$ cat src/rtl/rf_wb_arbiter.sv
// rf_wb_arbiter
// Funnels up to two retired ROB results per cycle into the single commit
// write port of the register file. Results are queued in program order and
// drained one per cycle through a registered write interface. A tag lookup
// over everything still in flight (queue + output register) keeps the issue
// path from reading a stale value for a retired but not yet written result.
//
// Build option: define RF_WBQ_BYPASS_EN to let the oldest valid slot skip
// the queue when it is empty, saving one cycle of write latency.
module rf_wb_arbiter #(
   parameter int DEPTH   = 4,
   parameter int REG_BIT = 5,
   parameter int ROB_BIT = 4,
   parameter int DAT_W   = 32
) (
   input  logic               clk,
   input  logic               rst_n,
   input  logic               en,
   input  logic               br_flag,
   input  logic               c0_en_i,
   input  logic [REG_BIT-1:0] c0_rd_i,
   input  logic [ROB_BIT-1:0] c0_q_i,
   input  logic [DAT_W-1:0]   c0_v_i,
   input  logic               c1_en_i,
   input  logic [REG_BIT-1:0] c1_rd_i,
   input  logic [ROB_BIT-1:0] c1_q_i,
   input  logic [DAT_W-1:0]   c1_v_i,
   output logic               rob_stall_o,
   output logic               wr_en_o,
   output logic [REG_BIT-1:0] wr_rd_o,
   output logic [ROB_BIT-1:0] wr_q_o,
   output logic [DAT_W-1:0]   wr_v_o,
   input  logic [ROB_BIT-1:0] qry_j_i,
   input  logic [ROB_BIT-1:0] qry_k_i,
   output logic               hit_j_o,
   output logic               hit_k_o,
   output logic [DAT_W-1:0]   val_j_o,
   output logic [DAT_W-1:0]   val_k_o,
   output logic               ovf_o
);

   localparam int PTR_W = $clog2(DEPTH);
   localparam int CNT_W = PTR_W + 1;

   // queue storage; contents are only meaningful between rd_ptr and wr_ptr
   logic [REG_BIT-1:0] rd_mem [DEPTH];
   logic [ROB_BIT-1:0] q_mem  [DEPTH];
   logic [DAT_W-1:0]   v_mem  [DEPTH];

   logic [PTR_W-1:0]   rd_ptr_q, rd_ptr_d;
   logic [PTR_W-1:0]   wr_ptr_q, wr_ptr_d;
   logic [CNT_W-1:0]   count_q, count_d;
   logic               wr_en_q, wr_en_d;
   logic [REG_BIT-1:0] wr_rd_q, wr_rd_d;
   logic [ROB_BIT-1:0] wr_q_q, wr_q_d;
   logic [DAT_W-1:0]   wr_v_q, wr_v_d;
   logic               ovf_q, ovf_d;

   // ordered enqueue candidates: a is always older than b
   logic               c0_ok, c1_ok;
   logic               a_vld, b_vld;
   logic [REG_BIT-1:0] a_rd, b_rd;
   logic [ROB_BIT-1:0] a_q, b_q;
   logic [DAT_W-1:0]   a_v, b_v;
   logic               deq;
   logic [1:0]         n_enq;
   logic [CNT_W-1:0]   free_slots;
   logic               we0, we1;
   logic [PTR_W-1:0]   wa0, wa1;

   // Queued entries are already architectural, so a mispredict has no effect
   // here; the flush input is kept only for a uniform ROB-side interface.
   logic unused_br_flag;
   assign unused_br_flag = br_flag;

   // next-state: dequeue to the output register, optional bypass, enqueue
   always_comb begin
      rd_ptr_d = rd_ptr_q;
      wr_ptr_d = wr_ptr_q;
      count_d  = count_q;
      wr_en_d  = wr_en_q;
      wr_rd_d  = wr_rd_q;
      wr_q_d   = wr_q_q;
      wr_v_d   = wr_v_q;
      ovf_d    = ovf_q;
      we0      = 1'b0;
      we1      = 1'b0;
      wa0      = wr_ptr_q;
      wa1      = wr_ptr_q + 1'b1;
      n_enq    = 2'd0;
      deq      = 1'b0;

      c0_ok      = c0_en_i && (c0_rd_i != '0);
      c1_ok      = c1_en_i && (c1_rd_i != '0);
      free_slots = CNT_W'(DEPTH) - count_q;

      a_vld = c0_ok || c1_ok;
      a_rd  = c0_ok ? c0_rd_i : c1_rd_i;
      a_q   = c0_ok ? c0_q_i  : c1_q_i;
      a_v   = c0_ok ? c0_v_i  : c1_v_i;
      b_vld = c0_ok && c1_ok;
      b_rd  = c1_rd_i;
      b_q   = c1_q_i;
      b_v   = c1_v_i;

      if (en) begin
         wr_en_d = 1'b0;
         if (count_q != '0) begin
            deq      = 1'b1;
            wr_en_d  = 1'b1;
            wr_rd_d  = rd_mem[rd_ptr_q];
            wr_q_d   = q_mem[rd_ptr_q];
            wr_v_d   = v_mem[rd_ptr_q];
            rd_ptr_d = rd_ptr_q + 1'b1;
         end
`ifdef RF_WBQ_BYPASS_EN
         // empty queue: the oldest slot goes straight to the write port and
         // the younger one (if any) takes its place as the enqueue candidate
         else if (a_vld) begin
            wr_en_d = 1'b1;
            wr_rd_d = a_rd;
            wr_q_d  = a_q;
            wr_v_d  = a_v;
            a_vld   = b_vld;
            a_rd    = b_rd;
            a_q     = b_q;
            a_v     = b_v;
            b_vld   = 1'b0;
         end
`endif
         // space is judged against the registered count, so a slot freed by
         // this cycle's dequeue is not reused until next cycle
         if (a_vld) begin
            if (free_slots >= CNT_W'(1)) we0 = 1'b1;
            else                         ovf_d = 1'b1;
         end
         if (b_vld) begin
            if (free_slots >= CNT_W'(2)) we1 = 1'b1;
            else                         ovf_d = 1'b1;
         end
         n_enq    = {1'b0, we0} + {1'b0, we1};
         wr_ptr_d = wr_ptr_q + PTR_W'(n_enq);
         count_d  = count_q + CNT_W'(n_enq) - CNT_W'(deq);
      end
   end

   // control and write-port registers
   always_ff @(posedge clk or negedge rst_n) begin
      if (!rst_n) begin
         rd_ptr_q <= '0;
         wr_ptr_q <= '0;
         count_q  <= '0;
         wr_en_q  <= 1'b0;
         wr_rd_q  <= '0;
         wr_q_q   <= '0;
         wr_v_q   <= '0;
         ovf_q    <= 1'b0;
      end else begin
         rd_ptr_q <= rd_ptr_d;
         wr_ptr_q <= wr_ptr_d;
         count_q  <= count_d;
         wr_en_q  <= wr_en_d;
         wr_rd_q  <= wr_rd_d;
         wr_q_q   <= wr_q_d;
         wr_v_q   <= wr_v_d;
         ovf_q    <= ovf_d;
      end
   end

   // queue storage writes; two ports at consecutive slots, no reset needed
   always_ff @(posedge clk) begin
      if (we0) begin
         rd_mem[wa0] <= a_rd;
         q_mem[wa0]  <= a_q;
         v_mem[wa0]  <= a_v;
      end
      if (we1) begin
         rd_mem[wa1] <= b_rd;
         q_mem[wa1]  <= b_q;
         v_mem[wa1]  <= b_v;
      end
   end

   // in-flight lookup: output register first, then queue oldest to youngest
   // so the youngest match overrides anything older
   always_comb begin
      logic [PTR_W-1:0] idx;
      idx     = '0;
      hit_j_o = 1'b0;
      hit_k_o = 1'b0;
      val_j_o = '0;
      val_k_o = '0;
      if (wr_en_q && (wr_q_q == qry_j_i) && (qry_j_i != '0)) begin
         hit_j_o = 1'b1;
         val_j_o = wr_v_q;
      end
      if (wr_en_q && (wr_q_q == qry_k_i) && (qry_k_i != '0)) begin
         hit_k_o = 1'b1;
         val_k_o = wr_v_q;
      end
      for (int i = 0; i < DEPTH; i++) begin
         idx = rd_ptr_q + PTR_W'(i);
         if (CNT_W'(i) < count_q) begin
            if ((q_mem[idx] == qry_j_i) && (qry_j_i != '0)) begin
               hit_j_o = 1'b1;
               val_j_o = v_mem[idx];
            end
            if ((q_mem[idx] == qry_k_i) && (qry_k_i != '0)) begin
               hit_k_o = 1'b1;
               val_k_o = v_mem[idx];
            end
         end
      end
   end

   assign rob_stall_o = (count_q >= CNT_W'(DEPTH - 2));
   assign wr_en_o     = wr_en_q;
   assign wr_rd_o     = wr_rd_q;
   assign wr_q_o      = wr_q_q;
   assign wr_v_o      = wr_v_q;
   assign ovf_o       = ovf_q;

endmodule

$ cat config.mk
export PLATFORM = sky130hd
export DESIGN_NAME = rf_wb_arbiter
export DESIGN_NICKNAME = d
export VERILOG_FILES = /design/src/rtl/rf_wb_arbiter.sv
export SDC_FILE = /design/constraint.sdc
export NUM_CORES = 1
export LEC_CHECK = 0
export BUFFER_PORTS_ARGS = -buffer_cell sky130_fd_sc_hd__buf_4
export CORE_MARGIN = 2
export CORE_UTILIZATION = 45
export CTS_CLUSTER_DIAMETER = 100
export DETAILED_ROUTE_END_ITERATION = 12
export GPL_ROUTABILITY_DRIVEN = 0
export SYNTH_ARGS = -nofsm -noshare
export SYNTH_HDL_FRONTEND = slang
export SYNTH_SLANG_ARGS = --single-unit
export TNS_END_PERCENT = 5
$ cat constraint.sdc
create_clock -name clk -period 5.6 [get_ports clk]
set_clock_uncertainty 0.15 [all_clocks]
set_input_delay 0.28 -clock clk [delete_from_list [all_inputs] [get_ports clk]]
set_output_delay 0.28 -clock clk [all_outputs]
set_load 0.005 [all_outputs]
==> flow_summary.ini <==
[outcome]
status = finished, final reports clean

[sta]
hold_viol = 0
worst_slew_pin_slew_ps = 1160
fmax_mhz = 209
setup-tns-final_ps = 0
grt_setup_unrepaired = no
fin_crit_sh = 0.853
fin_ws_ps = 826
slew_headroom = 0.227
setup_viol = 0
period_needed_ps = 4770
slew_viol_final = 0

[placed_design]
post-place-ws_ps = 1350
placed_cells = 1821
dp_hpwl_microns = 32300
numPortBuffers = 204
post_dp_cell_area_sq_um = 18400

[grt]
grt_max_degree = 73
grt_use_total = 0.273
overflow = 0
antenna_found_initial = 1
grt_pass1_vias = 13000
grt_pass1_wl_microns = 79500

[floorplanning]
die_y_microns = 196
top_level_ports = 206
dieArea_sq_um = 38300
core_sq_um = 36400
fp.dieW_microns = 196
core.rowCount = 70
initial_core_util = 0.454

[drt]
drtIter0Drc = 1025
wl_per_cell_microns = 26.4
vias = 12800
drtPass1Iterations = 5
final_antenna_net_count = 0
routed_wl_microns = 52700
remaining_drc_errors = 0
vias_per_cell = 6.41

[layout]
fillers = 3069
drive_gt1_frac = 0.474
finalInstanceArea_sq_um = 20500
n_antenna_cell = 0
area_growth_pct = 24.1
final_cells = 1996
nNetsFinal = 1611

[critical_path]
path_max_fanout = 58
worstSetupPathType = reg2out
reg2reg_to = v_mem[2][9]$_DFFE_PP_
critPathRequiredTime_ps = 5170
setup.worst_path.start_class = register
timing.critical_path.to = val_k_o[0]
r2r_cells = 11
worstSetupEndpointType = output pin
cp.arrival_ps = 4340
crit_start = rd_ptr_q[1]$_DFFE_PN0P_
r2r-start = count_q[0]$_DFFE_PN0P_
reg2reg_slack_ps = 1250

[synthesis]
synth_top_area_share = 0.298
synth-seq-area-share = 0.373
syn_avg_cell_area_sq_um = 13.4
synth.most_common_cell = mux2_2
synthTopCellsByCount = 206 x mux2_2, 164 x edfxtp_1, 147 x mux4_2, 60 x buf_2
synth_edf_count = 164
ys_top_cells_by_area = edfxtp_1 30%, mux4_2 20%, mux2_2 14%, dfrtp_1 7.6%, mux2i_1 3.1%
synthesis.area_sq_um = 16500
ys_warn_count = 0
synth_cells = 1237
synth_top_area_cell = edfxtp_1
ys_ff_latch = 214
ys_async_sr_fraction = 0.234
yosysUniqueCellTypes = 58
ys.flop_type = edfxtp_1
mappedNetlistNets = 1341

[clock_network]
path_clk_slew_ps = 60
clock_latency_ps = 560
cts_inserted_buffers = 27
cts_tree = yes
clockRootBuffer = clkbuf_16
cts_buffer_depth = 3
cts-htree-levels = 1
post_cts_buffers = 0
clock_sinks = 214

[power_and_ir_drop]
leakagePower_nw = 7.58
finalPower_mw = 10.4
ir_drop_mv = 0.288
power.density_nw_per_um2 = 504

[run]
drv_cap = 0

[min_path]
worstHoldPathType = in2reg
## layer usage
metal,GRT usage,part of all wire,routed length (microns)
met1,0.357,0.40,21100
met2,0.459,0.49,25800
met3,0.0521,0.080,4200
met5,0,0,0
met4,0.0948,0.031,1660
## metrics by stage
stage | util | hold WS [ps]
after floorplan | - | -166
after global placement | 0.506 | 291
after detailed placement | 0.506 | 300
after CTS | 0.564 | 124
after global routing | 0.564 | 204
final | 0.564 | 161
## kinds of logic (layout without fill, tap and decap cells)
| kind of cell | after synthesis | in the layout | share of synthesized area |
|---|---|---|---|
| buffers and inverters | 165 | 456 | 0.0517 |
| AND/OR/NAND/NOR | 171 | 171 | 0.0480 |
| multiplexers | 407 | 407 | 0.374 |
| AO/OA/AOI/OAI | 229 | 229 | 0.124 |
| flip-flops | 214 | 214 | 0.373 |
| XOR/XNOR | 43 | 43 | 0.0228 |
| adder cells (fa/ha/maj) | 8 | 8 | 0.00650 |
## registers in the layout, indices dropped and copies added, names as in the netlist
name / flops
v_mem: 128
wr_v_o: 32
rd_mem: 20
q_mem: 16
wr_rd_o: 5
wr_q_o: 4
count_q: 3
rd_ptr_q: 2
wa0: 2
ovf_o: 1
wr_en_o: 1
## worst min path at each step
| stage | from | to | depth (start not counted) |
|---|---|---|---|
| after floorplan | rst_n | count_q[0]$_DFFE_PN0P_ | 0 |
| after detailed placement | rst_n | wr_en_o$_DFFE_PN0P_ | 1 |
| after CTS | c1_en_i | ovf_o$_DFFE_PN0P_ | 4 |
| after global routing | c1_en_i | ovf_o$_DFFE_PN0P_ | 4 |
| final | c1_en_i | ovf_o$_DFFE_PN0P_ | 4 |
| after global placement | ovf_o$_DFFE_PN0P_ | ovf_o$_DFFE_PN0P_ | 1 |
## critical path, stage by stage (launching register included)
cell,delay (ps)
dfrtp_4,980
mux2i_4,380
xnor2_1,100
or4_2,610
buf_4,340
a21o_1,290
nand2_4,570
o31ai_1,290
buf_4,200
## layout by cell type, fill, tap and decap left out, types with 3 or more instances in the layout
master,n
mux2i_1,51
o31ai_2,30
o211ai_1,32
dlygate4sd3_1,125
and2_1,3
nor4_1,4
dfrtp_1,48
o22ai_1,5
buf_12,5
mux4_2,147
ha_1,7
a221oi_1,35
xor2_1,18
o21ai_0,38
clkbuf_8,3
a211oi_1,32
o21ba_2,3
a21oi_1,3
clkinvlp_4,3
inv_1,41
and2_2,3
xnor2_1,25
clkbuf_16,27
buf_4,235
nor2_1,40
and3_1,3
clkbuf_1,6
edfxtp_1,164
mux2_2,206
nand3_1,33
clkinv_1,5
nand2_1,51
o21ai_4,5
a221oi_2,29
nor3_1,11
nand2b_1,3
clkinv_2,4
## layout make-up
class                           instances  area, sq um  share of cell area
Inverter                               41          154             0.00750
Sequential cell                       214         6180               0.301
Clock buffer                           36          739              0.0360
Tap cell                              468          586              0.0285
Clock inverter                         14          100             0.00487
Timing Repair Buffer                  365         3120               0.152
Multi-Input combinational cell        858         9660               0.470
## power breakdown
part	switching, mW	internal, mW	total (mW)	leakage (nW)
logic	2.89	2.99	5.88	5.10
registers	0.578	2.22	2.80	2.08
clock network	0.709	0.969	1.68	0.404
## what timing repair did
item                                   4_1_cts  5_1_grt
hold buffers                               125        0
endpoints found under the hold margin      221        0
resized for setup                            0        0
Power figures use the tool's default switching activity.
